<file path="src/rtl/ika87ad_mc_pkg.sv">
// ika87ad_mc_pkg: microword layout, CYC codes and FSM states shared by the microcode sequencer
package ika87ad_mc_pkg;
  localparam int UW = 18;
  localparam int CYC_LSB = 0;
  localparam int CYC_MSB = 1;
  localparam int END_BIT = 2;
  localparam logic [1:0] RD1 = 2'd0;
  localparam logic [1:0] RD2 = 2'd1;
  localparam logic [1:0] RD3 = 2'd2;
  localparam logic [1:0] RD4 = 2'd3;
  typedef enum logic [1:0] {IDLE, FETCH, EXEC} state_e;
endpackage

</file>
<file path="src/rtl/ika87ad_mc_sequencer.sv">
// ika87ad_mc_sequencer: microcode sequencer; start/entry/hold/abort in, ROM tick/addr/data, uop/valid/busy/done out
module ika87ad_mc_sequencer
  import ika87ad_mc_pkg::*;
(
  input  logic          i_CLK,
  input  logic          i_RST,
  input  logic          i_CEN,
  input  logic          i_START,
  input  logic [7:0]    i_ENTRY_ADDR,
  input  logic          i_HOLD,
  input  logic          i_ABORT,
  output logic          o_MCROM_READ_TICK,
  output logic [7:0]    o_MCROM_ADDR,
  input  logic [UW-1:0] i_MCROM_DATA,
  output logic [UW-1:0] o_UOP,
  output logic          o_UOP_VALID,
  output logic          o_BUSY,
  output logic          o_DONE
);
  state_e state_q, state_d;
  logic [1:0] cnt_q, cnt_d;
  logic [7:0] addr_q, addr_d;
  logic [UW-1:0] uop_q, uop_d;
  logic tick, valid, done;
  always_comb begin
    state_d = state_q;
    cnt_d = cnt_q;
    addr_d = addr_q;
    uop_d = uop_q;
    tick = 1'b0;
    valid = 1'b0;
    done = 1'b0;
    if (i_CEN && i_ABORT) begin
      state_d = IDLE;
      cnt_d = 2'd0;
    end else if (i_CEN) begin
      case (state_q)
        IDLE: if (i_START) begin
          addr_d = i_ENTRY_ADDR;
          tick = 1'b1;
          state_d = FETCH;
        end
        FETCH: begin
          uop_d = i_MCROM_DATA;
          valid = 1'b1;
          cnt_d = i_MCROM_DATA[CYC_MSB:CYC_LSB];
          state_d = EXEC;
        end
        EXEC: if (cnt_q != 2'd0) cnt_d = i_HOLD ? cnt_q : cnt_q - 2'd1;
        else if (!i_HOLD) begin
          done = uop_q[END_BIT];
          tick = !uop_q[END_BIT] || i_START;
          addr_d = !uop_q[END_BIT] ? addr_q + 8'd1 : i_START ? i_ENTRY_ADDR : addr_q;
          state_d = tick ? FETCH : IDLE;
        end
        default: state_d = IDLE;
      endcase
    end
  end
  always_ff @(posedge i_CLK) begin
    if (i_RST) begin
      state_q <= IDLE;
      cnt_q <= 2'd0;
      addr_q <= 8'h00;
      uop_q <= '0;
    end else begin
      state_q <= state_d;
      cnt_q <= cnt_d;
      addr_q <= addr_d;
      uop_q <= uop_d;
    end
  end
  assign o_MCROM_READ_TICK = tick & ~i_RST;
  assign o_UOP_VALID = valid & ~i_RST;
  assign o_DONE = done & ~i_RST;
  assign o_MCROM_ADDR = addr_q;
  assign o_UOP = uop_q;
  assign o_BUSY = state_q != IDLE;
endmodule
</file>
<file path="config.mk">
export PLATFORM = sky130hd
export DESIGN_NAME = ika87ad_mc_sequencer
export DESIGN_NICKNAME = d
export VERILOG_FILES = /design/src/rtl/ika87ad_mc_pkg.sv /design/src/rtl/ika87ad_mc_sequencer.sv
export SDC_FILE = /design/constraint.sdc
export NUM_CORES = 1
export LEC_CHECK = 0
export ABC_CLOCK_PERIOD_IN_PS = 1700
export BUFFER_PORTS_ARGS = -buffer_cell sky130_fd_sc_hd__buf_2
export CAP_MARGIN = 20
export CORE_MARGIN = 2
export CORE_UTILIZATION = 45
export DETAILED_ROUTE_END_ITERATION = 10
export PLACE_DENSITY_LB_ADDON = 0.25
export SLEW_MARGIN = 40
export SYNTH_ARGS = -nofsm -noshare
export SYNTH_HDL_FRONTEND = slang
export SYNTH_SLANG_ARGS = --single-unit
</file>
<file path="constraint.sdc">
create_clock -name i_CLK -period 1.7 [get_ports i_CLK]
set_input_delay 0.34 -clock i_CLK [delete_from_list [all_inputs] [get_ports i_CLK]]
set_output_delay 0.34 -clock i_CLK [all_outputs]
set_load 0.02 [all_outputs]
</file>
After elaboration in Yosys (flattened, before gate mapping) --
Cells that the tools add are included.
Cells by class: multiplexer cells 27, bitwise gates (word level) 5, add/sub/neg operators 2, reductions and logical operators 13, eq/ne operators 6
Operator list (count):
- two-way mux 8 bit | 4
- one-hot mux 8 bit (2 select lines) | 1
- two-way mux 1 bit | 14
- two-way mux 2 bit | 5
- adder 8 x 1 -> 8 bit (second input constant) | 1
- != test 2 bit (second input constant) | 4
- AND reduction 4 bit | 2
- nonzero test 2 bit | 4
- one-hot mux 2 bit (3 select lines) | 1
- AND reduction 5 bit | 1
- one-hot mux 2 bit (2 select lines) | 1
- bitwise AND 1 bit | 3
- AND reduction 3 bit | 1
- == test 2 x 1 -> 1 bit (second input constant) | 1
- == test 2 bit (second input constant) | 1
- zero test 2 bit | 1
- inverter 1 bit | 2
- one-hot mux 1 bit (2 select lines) | 1
- OR reduction 2 bit | 1
- subtractor 2 x 1 -> 2 bit (second input constant) | 1
- logical AND 1 bit | 1
- zero test 1 bit | 1
- logical OR 1 bit | 1
Storage, ports and cells: logic and storage cells 57, input bits 32, bits in registers 30

Depth between registers and ports, before layout --
Gate-level depths: netlist of run 1.
depth after elaboration 8, depth in mapped cells 7, gate-level depth less buffers 6

Worst setup path after synthesis of run 1 --
Ideal clock, no wire load.
path type reg-to-output, from register cnt_q[0], to output o_MCROM_READ_TICK, cell stages (with the launch flop) 7, setup slack -0.163 ns, data arrival time 1.523 ns, cells stage by stage dfxtp_1 inv_1 ha_1 nand2b_1 a221oi_4 buf_6 nor2b_1
On the way: cells in the longest elaborated chain, start to end 6
RTL lines:
- start, declared | RTL line ika87ad_mc_sequencer.sv:21 | logic [1:0] cnt_q, cnt_d;
- start signal, assigned | RTL line ika87ad_mc_sequencer.sv:68 | cnt_q <= cnt_d;
- nonzero test 2 bit | RTL line ika87ad_mc_sequencer.sv:49 | EXEC: if (cnt_q != 2'd0) cnt_d = i_HOLD ? cnt_q : cnt_q - 2'd1;
- two-way mux 1 bit | RTL line ika87ad_mc_sequencer.sv:49
- one-hot mux 1 bit (2 select lines) | RTL line ika87ad_mc_sequencer.sv:37 | case (state_q)
- two-way mux 1 bit | RTL line ika87ad_mc_sequencer.sv:36 | end else if (i_CEN) begin
- two-way mux 1 bit | RTL line ika87ad_mc_sequencer.sv:33 | if (i_CEN && i_ABORT) begin
- bitwise AND 1 bit | RTL line ika87ad_mc_sequencer.sv:73 | assign o_MCROM_READ_TICK = tick & ~i_RST;
- end, declared | RTL line ika87ad_mc_sequencer.sv:12 | output logic o_MCROM_READ_TICK,
Every way passes these cells.

Final worst setup path of run 1 --
from register state_q[0], to output o_MCROM_READ_TICK
On the way: cells in the longest elaborated chain, start to end 5
RTL lines:
- start, declared | RTL line ika87ad_mc_sequencer.sv:20 | state_e state_q, state_d;
- start signal, assigned | RTL line ika87ad_mc_sequencer.sv:67 | state_q <= state_d;
- == test 2 bit or zero test 2 bit (tied branches) | RTL line ika87ad_mc_sequencer.sv:37
- one-hot mux 1 bit (2 select lines) * | RTL line ika87ad_mc_sequencer.sv:37
- two-way mux 1 bit * | RTL line ika87ad_mc_sequencer.sv:36
- two-way mux 1 bit * | RTL line ika87ad_mc_sequencer.sv:33
- bitwise AND 1 bit * | RTL line ika87ad_mc_sequencer.sv:73
Mark *: on every way between the ends. The rest lies on a longest branch, timed or not.

==> results of run 1 <==
## sequential cells by signal, summed over array words and instances (netlist names)
signal,flops
o_UOP,18
o_MCROM_ADDR,8
cnt_q,2
state_q,2
## metal layers
layer	up-vias	track usage [%]
met2	67	37.44
met1	753	25.64
met4	0	7.295
met3	9	7.246
li1	816	-
met5	-	0
## power by group
part / internal [mW] / total, mW / switching (mW)
Clock: 0.148 / 0.389 / 0.241
Sequential: 0.717 / 0.732 / 0.0146
Combinational: 0.101 / 0.210 / 0.109
Total: 0.966 / 1.33 / 0.365
## cells in the mapped netlist (2+ instances only)
cell       n  area [sq um]
or3b_1     2         17.52
buf_2      3         15.01
nor3_1     4         20.02
or2_2      2         12.51
nand2_1   46         172.7
a21oi_1   28         140.1
buf_6      2         22.52
nor2b_1    2         12.51
clkbuf_1   5         18.77
or3_1      3         18.77
a21o_1     2         15.01
and2_1     2         12.51
a32oi_1    2         17.52
nand2b_1   6         37.54
nand3_1    5         25.02
mux2i_1    3         30.03
ha_1       2         25.02
o32ai_1    2         17.52
dfxtp_1   30         600.6
nor2_1    11         41.29
inv_1      6         22.52
and4_1     2         17.52
## worst max-delay path, stage by stage (launching register included)
cell and delay, ps:
dfxtp_2 330, or3b_4 390, a221oi_4 240, nor2b_4 200, buf_6 120
## cell families after synthesis
logic type                 synth area share [%]
buffers and inverters                     6.000
DFF                                       40.00
muxes                                     2.000
and+or+nand+nor                           29.17
AOI/OAI and AO/OA                         21.17
adders and majority gates                 1.666
## per-stage QoR
stage               setup slack [ps]  util [%]  area [sq um]  TNS (ps)  hold slack, ps
floorplan                     -31.53         -          1515    -31.53           453.8
global placement              -74.42     61.65          1913    -84.45           440.8
detailed placement            -81.49     61.65          1913    -114.0           443.7
CTS                           -247.0     65.48          2032    -256.1           224.6
global route                  -299.4     67.82          2105    -561.6           219.1
finish                        -241.2     67.82          2105    -363.6           232.2
## how the worst max path moves through the flow
stage / end / slack (ps) / cells after the start
final: o_MCROM_READ_TICK / -240 / 4
after global routing: o_MCROM_READ_TICK / -300 / 4
after floorplan: o_MCROM_READ_TICK / -30 / 6
after CTS: o_MCROM_READ_TICK / -250 / 4
after global placement: o_MCROM_READ_TICK / -70 / 5
after detailed placement: o_MCROM_READ_TICK / -80 / 5
## layout make-up
type / count / share of cell area (%)
inverters: 6 / 1.070
multi-input cells: 143 / 41.74
flip-flops and latches: 30 / 28.72
well taps: 44 / 2.616
repair buffers: 83 / 23.60
clock buffers: 5 / 1.784
clock inverters: 2 / 0.4756
## timing repair
action                                  CTS  global route
pin swaps                                 4             1
endpoints found under the setup margin    3             4
setup buffers                             3             4
hold buffers                              0             0
resized for setup                        15            10
cloned                                    0             1
==> results.md, run 1 <==
Setup path:
- Across all register-to-register paths, the minimum setup slack is 110 ps.
- In this run the worst path has a maximum fanout of 2.
- Measured in cells, the most critical reg-to-reg path has a length of 7.
- The worst setup path is captured at a primary output.
- The worst flop-to-flop path startpoint is state_q[0].
- For the worst setup path, the data required time is 1360 ps.
- Tracing the worst setup path back leads to its startpoint at state_q[0].
- The type of element launching the critical path is a flop.
- For the worst setup path, the data arrival time is 1600 ps.
- The start-to-end type of the worst setup path is reg -> out.
- The capturing point of the worst reg2reg path is cnt_q[1].

Synthesis:
- Counting flops and latches in the post-synthesis netlist gives 30.
- Synthesis produced a netlist with a net count of 225.
- The synthesized area per cell is 7.861 sq um.
- Sequential cells were found to cover 40.00% of the synthesized design area.
- Among all flip-flop cells after synthesis, the most frequent one is dfxtp_1.
- Yosys mapped a number of flops with a built-in enable equal to 0.
- Synthesis produced a netlist whose cell count is 191.
- The number of distinct library cell variants in the gate-level netlist after synthesis is 43.
- The post-synthesis cell area is 0.001501 sq mm.
- During synthesis, Yosys emitted a total of 0 warnings.
- After synthesis, the share of flip-flops with an asynchronous set or reset is 0%.

Timing:
- Setup violations remaining at the end of the flow were counted as 3.
- At the pin with the least slew margin, the transition time is 343.8 ps.
- Between clock sinks in the finished design, the worst skew comes to 3.810 ps.
- The relative slew slack is 76.76%.
- Setup slack on the critical path of the routed design comes to -241.2 ps.
- The fmax is 515.2 MHz.
- The share of the clock period used by the worst path after layout is 114.2%.
- The final hold violation count is 0.
- Setup repair after global routing could not meet its margin everywhere.
- Counting I/O delays and the setup requirement, the final critical path takes 1941 ps.
- The max-slew violation count is 0.

Power and ir drop:
- Dividing total power by cell area gives a power density of 632.3 mW/mm^2.
- Across the VDD grid, the largest voltage drop is 0.3960 mV.
- The static leakage is 0.9352 nW.
- The power consumption is 1.331 mW.

Min path:
- The startpoint identified for the worst hold timing path is i_MCROM_DATA[11].
- The endpoint of the worst hold-timing path is o_UOP[11].
- Counting instances, the worst hold path has a depth of 3.
- The min-delay analysis places its worst path in the category in -> reg.

Clocking:
- The clock sink total is 30.
- The CTS root buffer is clkbuf_4.
- The clock transition at the register clock pins on the worst setup and hold paths after CTS is 90 ps.
- The clock insertion delay at the later pin of the skew report is 330 ps.
- The H-tree generated during clock tree synthesis spans 2 levels.
- The clock passes through at most 2 buffers.
- Clock tree synthesis inserted a total of 5 buffers.
- TritonCTS built the clock tree.

Layout:
- The number of standard cells in the final layout excluding fillers is 313.
- In the final layout, the share of cells above drive strength 1 is 42.01%.
- After the last flow step, the layout net total stands at 303.
- The area of all sequential standard cells is 604.3 sq um.
- From synthesis to final layout, the design area changed by 40.17%.
- The antenna cell count is 0.
- The number of inserted filler cells in the final layout is 290.
- The leading cell type in the layout, fill and taps excluded is buf_2.
- The multi-input combinational cells in the finished layout cover a total of 878.3 sq um.
- In the layout the commonest cells are 58 x buf_2, 45 x nand2_1, 28 x a21oi_1.

Route:
- The routed design uses 2008 um of met2 wire.
- The routed wire length is 4072 um.
- In the final routed layout, each cell accounts on average for 13.01 um.
- The final route contains 1645 vias.
- The DRC marker count from the first detailed-route iteration is 92.
- The detail route stage leaves a number of antenna-violating nets equal to 0.
- Dividing the detail-routed via count by the number of cells gives 5.256.
- The detailed router put a total of 1708 um of wire on met1.
- After detailed routing, the met3 layer carries 294 um of wire.
- After detailed routing, the number of remaining DRC violations is 0.
- The first detailed-routing pass took 4 iterations.
- The highest metal layer carrying signal wires in the routed design is met4.

Floorplanning:
- The floorplan step defined a core boundary enclosing 0.003103 sq mm.
- The die outline width is 61.76 um.
- After floorplanning, the core was divided into 20 placement rows.
- The die is 61.76 um tall.
- The number of top-level pins is 62.
- The die covers 0.003814 sq mm.
- The initial core utilization is 48.39%.

Global routing:
- Global routing consumed, over all layers together, 21.83% of the routing resources.
- The maximum number of pins on one net before global-route repair is 24.
- The number of global-route vias before repair is 1412.
- The first-pass GRT wire length is 6092 um.
- The initial antenna violation count was 0.
- The global-route congestion overflow total is 0.

Placed design:
- Detailed placement ended at an HPWL of 2800 um.
- The count of placed standard cells including taps is 298.
- Routability-driven placement finished with a final weighted congestion of 0.8444.
- In this run the tool buffered the top-level ports with 61 buffer cells.

Run status:
- The final reports fail on setup timing.
- The run finished, with violations left.

Flow run:
- The reported max-cap violation count is 0.
Power figures use the tool's default switching activity.
==> inputs of run 2 (changes only) <==
--- a/config.mk
+++ b/config.mk
@@ -6,11 +6,12 @@
 export NUM_CORES = 1
 export LEC_CHECK = 0
 export ABC_CLOCK_PERIOD_IN_PS = 1700
-export BUFFER_PORTS_ARGS = -buffer_cell sky130_fd_sc_hd__buf_2
 export CAP_MARGIN = 20
 export CORE_MARGIN = 2
 export CORE_UTILIZATION = 45
 export DETAILED_ROUTE_END_ITERATION = 10
+export DONT_BUFFER_PORTS = 1
+export MAX_ROUTING_LAYER = met4
 export PLACE_DENSITY_LB_ADDON = 0.25
 export SLEW_MARGIN = 40
 export SYNTH_ARGS = -nofsm -noshare
==> run 2 against run 1 <==
The flow still finishes with violations (setup timing). Wire length decreased by 9.7%. Core utilization decreased by 11 points. Final area decreased by 16%. Count of clock-buffer cells in the layout increased by 2. Setup slack improved by 80 ps. Register-to-register slack improved by 60 ps. Clock power increased by 12%. Clock skew increased by 4.0 ps. Total power decreased by 2.7%. Cell count decreased by 20%. Maximum frequency increased by 4.3%.
==> results.md, run 2 (synthesis gave the netlist of run 1 again) <==
Timing:
- The final hold violation count came to 0.
- In the post-route analysis, the smallest setup slack over all paths is -161.6 ps.
- Setup violations remaining at the end of the flow were counted as 1.
- The share of the clock period used by the worst path after layout is 109.5%.
- At the pin with the least slew margin, the transition time is 362.5 ps.
- Static timing analysis puts the maximum clock frequency at 537.2 MHz.
- The relative slew slack is 75.49%.
- After layout, the minimum clock period comes to 1862 ps.
- The max-slew violation count is 0.
- The clock arrives with 7.854 ps of skew.
- Setup repair after global routing could not meet its margin everywhere.
- The final hold slack is 63.11 ps.

Setup path:
- The worst flop-to-flop path startpoint is state_q[0].
- The capturing point of the worst reg2reg path is o_MCROM_ADDR[0].
- For the worst setup path, the data required time is 1360 ps.
- The type of element launching the critical path is a flop.
- The kind of capture point of the worst setup path is a primary output.
- The highest net fanout along the worst path is 2.
- The register-to-register path setup slack is 170 ps.
- The worst-case reg-to-reg path depth is 5.
- STA puts the critical path data arrival time at 1520 ps.
- The start-to-end type of the worst setup path is reg -> out.

Layout:
- The net count of the finished layout is 239.
- The leading cell type in the layout, fill and taps excluded is nand2_1.
- The number of inserted filler cells in the final layout is 302.
- Of the cells placed in the final design, the portion with a size suffix greater than 1 is 23.30%.
- In the layout the commonest cells are 46 x nand2_1, 28 x a21oi_1, 25 x dfxtp_1.
- The number of antenna diodes in the final layout is 0.
- The number of standard cells in the final layout excluding fillers is 250.
- Relative to the synthesized area, the layout overhead comes to 17.50%.
- The register with the most flip-flops in the layout has 18 of them.
- For this run, the share of the core covered by cells in the final layout is 56.85%.
- The area of all placed cells without fillers is 0.001764 sq mm.

Min path:
- The hold path depth is 1.
- The source of the worst hold timing path is i_RST.
- The path with the worst hold slack has its endpoint at state_q[1].
- The worst hold path belongs to the class in -> reg.

Run status:
- The checks that failed: setup timing.
- The flow ran to the end, but the final reports show violations.

Flow run:
- The tool flagged a number of max-cap violations equal to 0.

Power and ir drop:
- In this run, the combinational gates consume 9.6% of the power.
- The cell-internal power is 0.9728 mW.
- The power consumption is 1.295 mW.
- The net switching fraction of the power is 24.86%.
- The clock network burns 33.6% of the power.
- In this run the power density over the cells is 733.8 mW/mm^2.
- VDD sags by at most 0.4507 mV.
- The sequential share of power is 56.8%.
- The static leakage is 0.6400 nW.
- The total net switching power is 0.3218 mW.

Floorplanning:
- The die outline width is 61.76 um.
- The number of top-level pins is 62.
- The floorplan has 20 rows.
- The die covers 0.003814 sq mm.
- The total area inside the core boundary comes to 0.003103 sq mm.
- The initial utilization of the core area, before any placement, comes to 48.39%.
- The die is 61.76 um tall.

Route:
- The routed wire length is 3679 um.
- The DRC marker count from the first detailed-route iteration is 70.
- The routed via count is 1382.
- Dividing the detail-routed via count by the number of cells gives 5.528.
- Before antenna repair, the detailed router went through 4 iterations.
- The remaining antenna violation count after routing is 0.
- After detailed routing, the average wire length per cell comes to 14.72 um.
- The DRC violation count after routing is 0.

Placed design:
- The congestion estimate from routability-driven global placement came to 0.8729.
- After detailed placement, the design holds a cell count of 239.
- The count of input and output buffers is 0.
- The total placed instance area is 0.001623 sq mm.
- The detailed-placement wirelength estimate is 2649 um.

Clocking:
- The clock insertion delay at the later pin of the skew report is 330 ps.
- The CTS root buffer is clkbuf_4.
- TritonCTS built the clock tree.
- TritonCTS created 5 clock buffers.
- Clock-pin slew was measured on the worst setup and hold paths at 90 ps.
- The deepest level of the CTS H-tree is 2.
- Clock tree synthesis found a total of 30 sinks.
- Counting along the longest clock path gives a buffer depth of 2.

Global routing:
- The global-route congestion overflow total is 0.
- The initial antenna violation count was 0.
- Global routing consumed, over all layers together, 22.84% of the routing resources.
- Entering global routing, the biggest net connects 36 pins.
- The number of global-route vias before repair is 1387.
- The first global-routing pass estimated 6065 um of wire.
## run 2: power by group through the flow
stage	Combinational, mW	Sequential, mW	Clock, mW
global route	0.138	0.738	0.495
finish	0.125	0.735	0.434
global placement	0.111	0.754	0
detailed placement	0.114	0.754	0
floorplan	0.0876	0.762	0
CTS	0.121	0.737	0.456
## run 2: area by class of cell
type	count	area, sq um	area share, %
Clock buffer	7	55.05	3.121
Multi-Input combinational cell	143	864.6	49.01
Timing Repair Buffer	19	150.1	8.511
Sequential cell	30	611.8	34.68
Clock inverter	1	5.005	0.2837
Tap cell	44	55.05	3.121
Inverter	6	22.52	1.277
## run 2: worst max-delay path: stages, from the launching register on
cell and delay (ps):
dfxtp_2 330, or3b_4 380, a221oi_4 210, nor2b_4 270
## run 2: per-stage QoR
stage / TNS, ps / setup slack [ps]
4_1_cts: -209.3 / -176.9
3_3_place_gp: 0 / 91.70
2_1_floorplan: -31.53 / -31.53
5_1_grt: -378.3 / -244.9
6_report: -161.6 / -161.6
3_5_place_dp: 0 / 67.50
## run 2: timing repair
action,in CTS,in global routing
hold buffers,0,0
endpoints found under the setup margin,3,7
resized for setup,14,4
pin swaps,3,2
buffers inserted,1,2
## run 2: worst max-delay path by stage
stage / endpoint / start / depth (start not counted)
floorplan: o_MCROM_READ_TICK / cnt_q[0] / 6
global placement: o_DONE / cnt_q[0] / 6
detailed placement: o_DONE / cnt_q[0] / 6
CTS: o_MCROM_READ_TICK / state_q[0] / 3
global route: o_MCROM_READ_TICK / state_q[0] / 3
finish: o_MCROM_READ_TICK / state_q[0] / 3
## run 2: layer usage
metal / vias up / global-route usage [%] / routed length [um]
li1: 684 / - / -
met1: 642 / 24.04 / 1411
met2: 48 / 38.80 / 1907
met3: 8 / 6.211 / 282
met4: 0 / 12.16 / 77
met5: - / - / 0
